File: src/rtl/mul_32_seq.sv
// mul_32_seq: sequential signed radix-4 Booth multiplier, one digit per cycle, start/busy/done handshake.
// Define MUL_EARLY_TERM_EN to finish as soon as the remaining multiplier digits are all zero.
module mul_32_seq #(
    parameter int WIDTH = 32
) (
    input  logic             clock,
    input  logic             clear,
    input  logic             start,
    input  logic [WIDTH-1:0] multiplicand,
    input  logic [WIDTH-1:0] multiplier,
    output logic             busy,
    output logic             done,
    output logic [WIDTH-1:0] hi,
    output logic [WIDTH-1:0] lo
);
    localparam int DIGITS = WIDTH / 2;
    localparam int CW = (DIGITS > 1) ? $clog2(DIGITS) : 1;
    localparam int P = 2 * WIDTH + 2;
    typedef enum logic {IDLE, RUN} state_t;
    state_t state, state_next;
    logic [WIDTH-1:0] m_reg;
    logic [WIDTH:0] q_reg;
    logic [CW-1:0] count;
    logic signed [P-1:0] acc, acc_sum, acc_next;
    logic signed [WIDTH+1:0] m_ext, pp;
    logic [2*WIDTH-1:0] product;
    logic [2:0] bits;
    logic last;
    assign busy = (state == RUN);
    always_comb begin
        m_ext = {{2{m_reg[WIDTH-1]}}, m_reg};
        bits = q_reg[2:0];
        pp = (bits == 3'b001 || bits == 3'b010) ? m_ext :
             (bits == 3'b011) ? m_ext <<< 1 :
             (bits == 3'b100) ? -(m_ext <<< 1) :
             (bits == 3'b101 || bits == 3'b110) ? -m_ext : '0;
        // Partial products enter at the top; the shift right walks them to their weight.
        acc_sum = acc + {pp, {WIDTH{1'b0}}};
        acc_next = acc_sum >>> 2;
`ifdef MUL_EARLY_TERM_EN
        last = (&q_reg[WIDTH:2]) | ~(|q_reg[WIDTH:2]);
        product = (2*WIDTH)'(acc_next >>> (2 * (DIGITS - 1 - int'(count))));
`else
        last = (count == CW'(DIGITS - 1));
        product = acc_next[2*WIDTH-1:0];
`endif
    end
    always_comb begin
        state_next = state;
        if (state == IDLE) state_next = start ? RUN : IDLE;
        else state_next = last ? IDLE : RUN;
    end
    always_ff @(posedge clock) begin
        if (clear) state <= IDLE;
        else state <= state_next;
    end
    always_ff @(posedge clock) begin
        if (clear) begin
            m_reg <= '0;
            q_reg <= '0;
            count <= '0;
            acc <= '0;
            done <= 1'b0;
            hi <= '0;
            lo <= '0;
        end else begin
            done <= 1'b0;
            if (state == IDLE && start) begin
                m_reg <= multiplicand;
                q_reg <= {multiplier, 1'b0};
                count <= '0;
                acc <= '0;
            end else if (state == RUN) begin
                acc <= acc_next;
                q_reg <= $signed(q_reg) >>> 2;
                count <= count + 1'b1;
                if (last) begin
                    done <= 1'b1;
                    hi <= product[2*WIDTH-1:WIDTH];
                    lo <= product[WIDTH-1:0];
                end
            end
        end
    end
endmodule

File: config.mk
export PLATFORM = sky130hd
export DESIGN_NAME = mul_32_seq
export DESIGN_NICKNAME = d
export VERILOG_FILES = /design/src/rtl/mul_32_seq.sv
export SDC_FILE = /design/constraint.sdc
export NUM_CORES = 1
export LEC_CHECK = 0
export CORE_UTILIZATION = 40
export DETAILED_ROUTE_END_ITERATION = 6
export HOLD_SLACK_MARGIN = 0.05
export PLACE_DENSITY = 0.69
export SLEW_MARGIN = 5
export SYNTH_ARGS = -nofsm -noshare
export SYNTH_HDL_FRONTEND = slang
export SYNTH_SLANG_ARGS = --single-unit
File: constraint.sdc
create_clock -name clock -period 8.33 [get_ports clock]
set_input_delay 2.0825 -clock clock [delete_from_list [all_inputs] [get_ports clock]]
set_output_delay 2.0825 -clock clock [all_outputs]
set_load 0.01 [all_outputs]
Word level (Yosys, flattened, before mapping)
Cells that the tools add are included.

operators by class
  bitwise operators = 2
  equality and inequality tests = 7
  shifts and indexed selects = 0
  div/mod/pow operators = 0
  add/subtract/negate cells = 4
  multipliers = 0
  multiplexer cells = 10
  reduce and logical (&&, ||, !) cells = 7
  magnitude comparators = 0

operators with widths
  operator               count
  $mux W34               4
  $neg A34 Y34           2
  $add A66 B66 Y66       1
  $mux W33               1
  $mux W32               1
  $eq A3 B3 Y1 const B   3
  $eq A3 B2 Y1 const B   2
  $add A4 B1 Y4 const B  1
  $eq A4 B4 Y1 const B   1
  $mux W1                4
  $eq A3 B1 Y1 const B   1
  $reduce_and A3 Y1      1
  $reduce_or A3 Y1       1
  $logic_or A1 B1 Y1     2
  $not A1 Y1             2
  $reduce_bool A2 Y1     1
  $reduce_or A2 Y1       1
  $logic_and A1 B1 Y1    1

word-level totals
  memories = 0
  input bits = 67
  flip-flop bits (word level) = 199
  bits in writable memories = 0
  output and inout bits = 66
  logic and storage cells = 40
  latch bits = 0
  ROM bits = 0

Logic depth before layout (Yosys ltp)
  word-level depth = 7
  mapped depth = 21
  mapped depth without buffers = 20

Least setup slack after synthesis
OpenSTA, ideal clock, no wires.

  path type = reg2reg
  start = reg m_reg[4]
  end = reg, netlist name acc[63]
  slack = 3383 ps
  path buffers = 3
  required time = 8196 ps
  arrival time = 4812 ps
  setup time = 134 ps
  cell stages (with the launch flop) = 22
  clock period less this slack = 4947 ps
  path through = dfxtp_1 -> buf_6 -> or4_4 -> buf_6 -> or3_1 -> nor2_1 -> xnor2_1 -> and2_1 -> mux2_2 -> a222oi_1 -> a21oi_1 -> ha_1 -> clkbuf_2 -> nand3_1 -> or3_1 -> or4_1 -> o21ai_1 -> o21ai_1 -> o21ai_1 -> o211ai_1 -> o311ai_1 -> o41ai_2

on the way
  cells in the longest elaborated chain, start to end = 6
  elaborated cells on any way between the ends = 7
  classes of those cells = add/sub: 3; mux: 4

RTL lines
  element                 line  RTL
  start, declared         21    logic [WIDTH-1:0] m_reg;
  start signal, assigned  69    m_reg <= multiplicand;
  $neg A34 Y34            36    (bits == 3'b101 || bits == 3'b110) ? -m_ext : '0;
  $mux W34                36
  $mux W34                35    (bits == 3'b100) ? -(m_ext <<< 1) :
  $mux W34                34    (bits == 3'b011) ? m_ext <<< 1 :
  $mux W34 *              33    pp = (bits == 3'b001 || bits == 3'b010) ? m_ext :
  $add A66 B66 Y66 *      38    acc_sum = acc + {pp, {WIDTH{1'b0}}};

Every way passes the cells marked *; elsewhere a longest branch is shown, timed or not.
A chain may end at the register's enable or synchronous reset.

Final worst setup path
  start = reg m_reg[0]
  end = reg, netlist name acc[63]

on the way
  cells in the longest elaborated chain, start to end = 6
  elaborated cells on any way between the ends = 7
  classes of those cells = add/sub: 3; mux: 4

RTL lines
  element             line
  $neg A34 Y34        36
  $mux W34            36
  $mux W34            35
  $mux W34            34
  $mux W34 *          33
  $add A66 B66 Y66 *  38

Marks and branches as above.

==> run summary <==
CELLS AND AREA
-------------------------------------------------------------------------------
Net count of the finished layout .................................         1613
Antenna cell count ...............................................            0
Fraction of layout cells with a size suffix above 1 ..............        4.73%
Commonest cells after routing, fill and taps aside ............... sky130_fd_sc_hd__nand2_1 (251), sky130_fd_sc_hd__dfxtp_1 (195), sky130_fd_sc_hd__nor2_1 (187), sky130_fd_sc_hd__a21oi_1 (181), sky130_fd_sc_hd__clkdlybuf4s50_1 (130)
Area delta synth->final ..........................................        18.2%
Fin area .........................................................    13200 um2
Leading cell type in the layout, fill and taps excluded .......... sky130_fd_sc_hd__nand2_1
Max FFs per register .............................................           62

CLOCK TREE
-------------------------------------------------------------------------------
H-tree levels ....................................................            4
Buffer count from post-CTS setup fixing ..........................            0
CTS Root Cell .................................................... sky130_fd_sc_hd__clkbuf_16
CTS sink count ...................................................          197
Clock transition at path regs ....................................      0.08 ns
Number of buffers inserted by hold repair at cts .................            0
PostCTS Resize Cnt ...............................................            0
Latest clock arrival within the worst-skew pair ..................      0.45 ns
TritonCTS clock tree .............................................         done
Number of buffers added by the clock tree synthesis step .........           17
Number of buffers between clock root and the deepest sink ........            2

SETUP PATH
-------------------------------------------------------------------------------
Startpoint Class .................................................    flip-flop
Slowest cell on crit path ........................................ sky130_fd_sc_hd__or4b_1
Total buffers and inverters traversed by the critical path .......            1
Most prevalent standard cell on the critical path ................ sky130_fd_sc_hd__o21ai_1
Cell family contributing the most delay on the critical path ..... simple AND/OR/NAND/NOR gates
Critical Path AT .................................................      5.89 ns
Critical path start-end classification ........................... flip-flop to flip-flop
Worst-path fanout max ............................................            7
Required time of the worst setup path ............................      8.64 ns
Cells along the critical path .................................... inv_1, ha_1, or4b_1, nor2_1, nor4b_1, xnor2_1, mux2_2, a222oi_1, a21oi_1, ha_1, nand3_1, or3_1, or4_1, o21ai_1, o21ai_1, o21ai_1, o211ai_1, o311ai_1, o41ai_2
Largest stage delay, worst path ..................................      0.61 ns
Type of destination of the critical path .........................    flip-flop

TIMING
-------------------------------------------------------------------------------
Tightest Pin Transition ..........................................      1.20 ns
Total negative slack for setup checks ............................         0 ns
Slew margin rel. .................................................        19.9%
Final worst path period share ....................................        67.0%
Unrepaired setup endpoints after global routing ..................           no
Worst setup slack after layout ...................................      2.75 ns
Highest clock frequency the design can meet ......................      179 MHz
Worst clock skew .................................................    0.0111 ns
Min Clock Period, post-route .....................................      5.58 ns
Number of hold violations in the final report ....................            0
Slew Viols, Final ................................................            0
# setup viols final ..............................................            0

SYNTH
-------------------------------------------------------------------------------
Syn nets .........................................................         1563
Post-synthesis async set-or-reset flop share .....................           0%
Post-Syn Instances ...............................................         1460
Post-synthesis instance area .....................................    11200 um2
Primary FF master, synth ......................................... sky130_fd_sc_hd__dfxtp_1
Average footprint of a synthesized cell ..........................     7.65 um2
Number of flops mapped to enable cells by yosys ..................            0
Count of cell types in the netlist ...............................           72
Yosys Warn Count .................................................            0
Register area share after synthesis ..............................        35.3%
Number of flip-flops and latches in the synthesized netlist ......          197

OUTCOME
-------------------------------------------------------------------------------
Outcome ..........................................................    completed

DRT
-------------------------------------------------------------------------------
Mean number of vias per cell .....................................         5.43
First-pass detailed-route iteration total ........................            5
Final Routed Wirelength ..........................................     30400 um
Number of remaining DRC errors ...................................            0
Vias .............................................................        10300
Number of antenna-violating nets in the routed design ............            0
Number of DRC markers after the initial detailed-route iteration .          823
Per-cell routed wire length ......................................      16.0 um

POWER AND IR DROP
-------------------------------------------------------------------------------
Reported leakage power ...........................................      4.99 nW
Overall power consumption ........................................      2.27 mW
Power density cells ..............................................   172 nW/um2
Worst supply voltage drop on vdd .................................   0.000102 V

GLOBAL ROUTE
-------------------------------------------------------------------------------
Grt ovf ..........................................................            0
Pin count of the biggest net entering global routing .............           71
Initial antenna violation count ..................................            0
Number of global-route vias before repair ........................         9695
GR Util All Layers ...............................................        21.6%
Wire length of the first global-routing pass .....................     49700 um

DIE
-------------------------------------------------------------------------------
Initial core utilization .........................................        41.1%
I/O pin count ....................................................          133
Vert. Die Dim ....................................................       169 um
Die ar. ..........................................................    28600 um2
Total number of placement rows ...................................           60
Placeable core region ............................................    27200 um2
Die outline width ................................................       169 um

MIN PATH
-------------------------------------------------------------------------------
Worst Hold Class ................................................. flip-flop to flip-flop

PLACE
-------------------------------------------------------------------------------
HPWL after DPL ...................................................     20800 um
Final weighted congestion of routability-driven global placement .        0.911
Post-placement worst setup slack .................................      2.89 ns
Dpl cell area ....................................................    12600 um2
Port Buffers .....................................................          132

FLOW RUN
-------------------------------------------------------------------------------
Total of max-cap violations ......................................            0

[metrics by stage]
| step | hold slack [ns] | instances | utilization [%] |
|---|---|---|---|
| 4_1_cts | 0.460 | 1895 | 48.6 |
| 6_report | 0.458 | 1895 | 48.6 |
| 3_5_place_dp | 0.448 | 1863 | 46.3 |
| 3_3_place_gp | 0.446 | 1863 | 46.3 |
| 2_1_floorplan | 0.431 | 1460 | - |
| 5_1_grt | 0.473 | 1895 | 48.6 |
[per-layer routing]
layer | track usage [%] | wire length [um] | vias up | share of wire [%]
li1 | - | - | 5174 | -
met1 | 27.7 | 13700 | 4779 | 45
met2 | 36.1 | 14400 | 294 | 47
met3 | 4.86 | 1830 | 38 | 6.0
met4 | 6.31 | 552 | 0 | 1.8
met5 | 0 | 0 | - | 0
[synthesized netlist by cell type (all sizes together), types with 9 or more instances]
cell    number  area, um2
a211oi       9       72.6
nand2b       9       56.3
nand3       15       80.1
buf         25        131
or4         11       90.1
a21oi      181        906
xnor2       39        342
mux2i       96        961
nor2       187        702
nand3b       9       67.6
o22ai       12       75.1
inv         15       56.3
clkbuf      88        333
a31oi       15       93.8
xor2        23        201
nand2      251        942
dfxtp      197       3940
a21o        13       97.6
ha          35        438
o21ai       69        345
or3         12       75.1
nor3        21        128
[worst paths after layout]
| check | start | to | slack (ns) | cells past startpoint |
|---|---|---|---|---|
| setup reg to reg | m_reg[0]$_SDFFE_PP0P_ | acc[63]$_SDFFE_PP0P_ | 2.75 | 19 |
| hold reg to reg | hi[4]$_SDFFE_PP0P_ | hi[4]$_SDFFE_PP0P_ | 0.46 | 2 |
| setup / recovery | m_reg[0]$_SDFFE_PP0P_ | acc[63]$_SDFFE_PP0P_ | 2.75 | 19 |
| hold / removal | hi[4]$_SDFFE_PP0P_ | hi[4]$_SDFFE_PP0P_ | 0.46 | 2 |
[power by group]
group | switching (mW) | total [mW] | internal [mW] | leakage, nW
Combinational | 0.238 | 0.406 | 0.168 | 3.09
Clock | 0.446 | 0.860 | 0.413 | 0.297
Sequential | 0.0352 | 1.00 | 0.967 | 1.60
Total | 0.720 | 2.27 | 1.55 | 4.99
[tightest hold or removal path, stage by stage (launching register included)]
cell                      delay (ns)
sky130_fd_sc_hd__dfxtp_1        0.31
sky130_fd_sc_hd__nand2_1        0.05
sky130_fd_sc_hd__a21oi_1        0.05
[cells by family after synthesis]
kind of cell	synth area share (%)
and+or+nand+nor	22.3
AOI/OAI and AO/OA	19.2
DFF	35.3
buffers and inverters	4.76
muxes	9.21
xor gates and xnor gates	4.86
adders and majority gates	4.37
[area by class of cell]
| class | count | area [um2] |
|---|---|---|
| clock inverters | 15 | 198 |
| clock buffers | 17 | 425 |
| repair buffers | 144 | 1400 |
| multi-input cells | 1132 | 6700 |
| well taps | 372 | 465 |
| flip-flops and latches | 197 | 3950 |
| fillers | 2725 | 14000 |
| inverters | 18 | 67.6 |
Note: power is estimated with default switching activity, not from simulation.
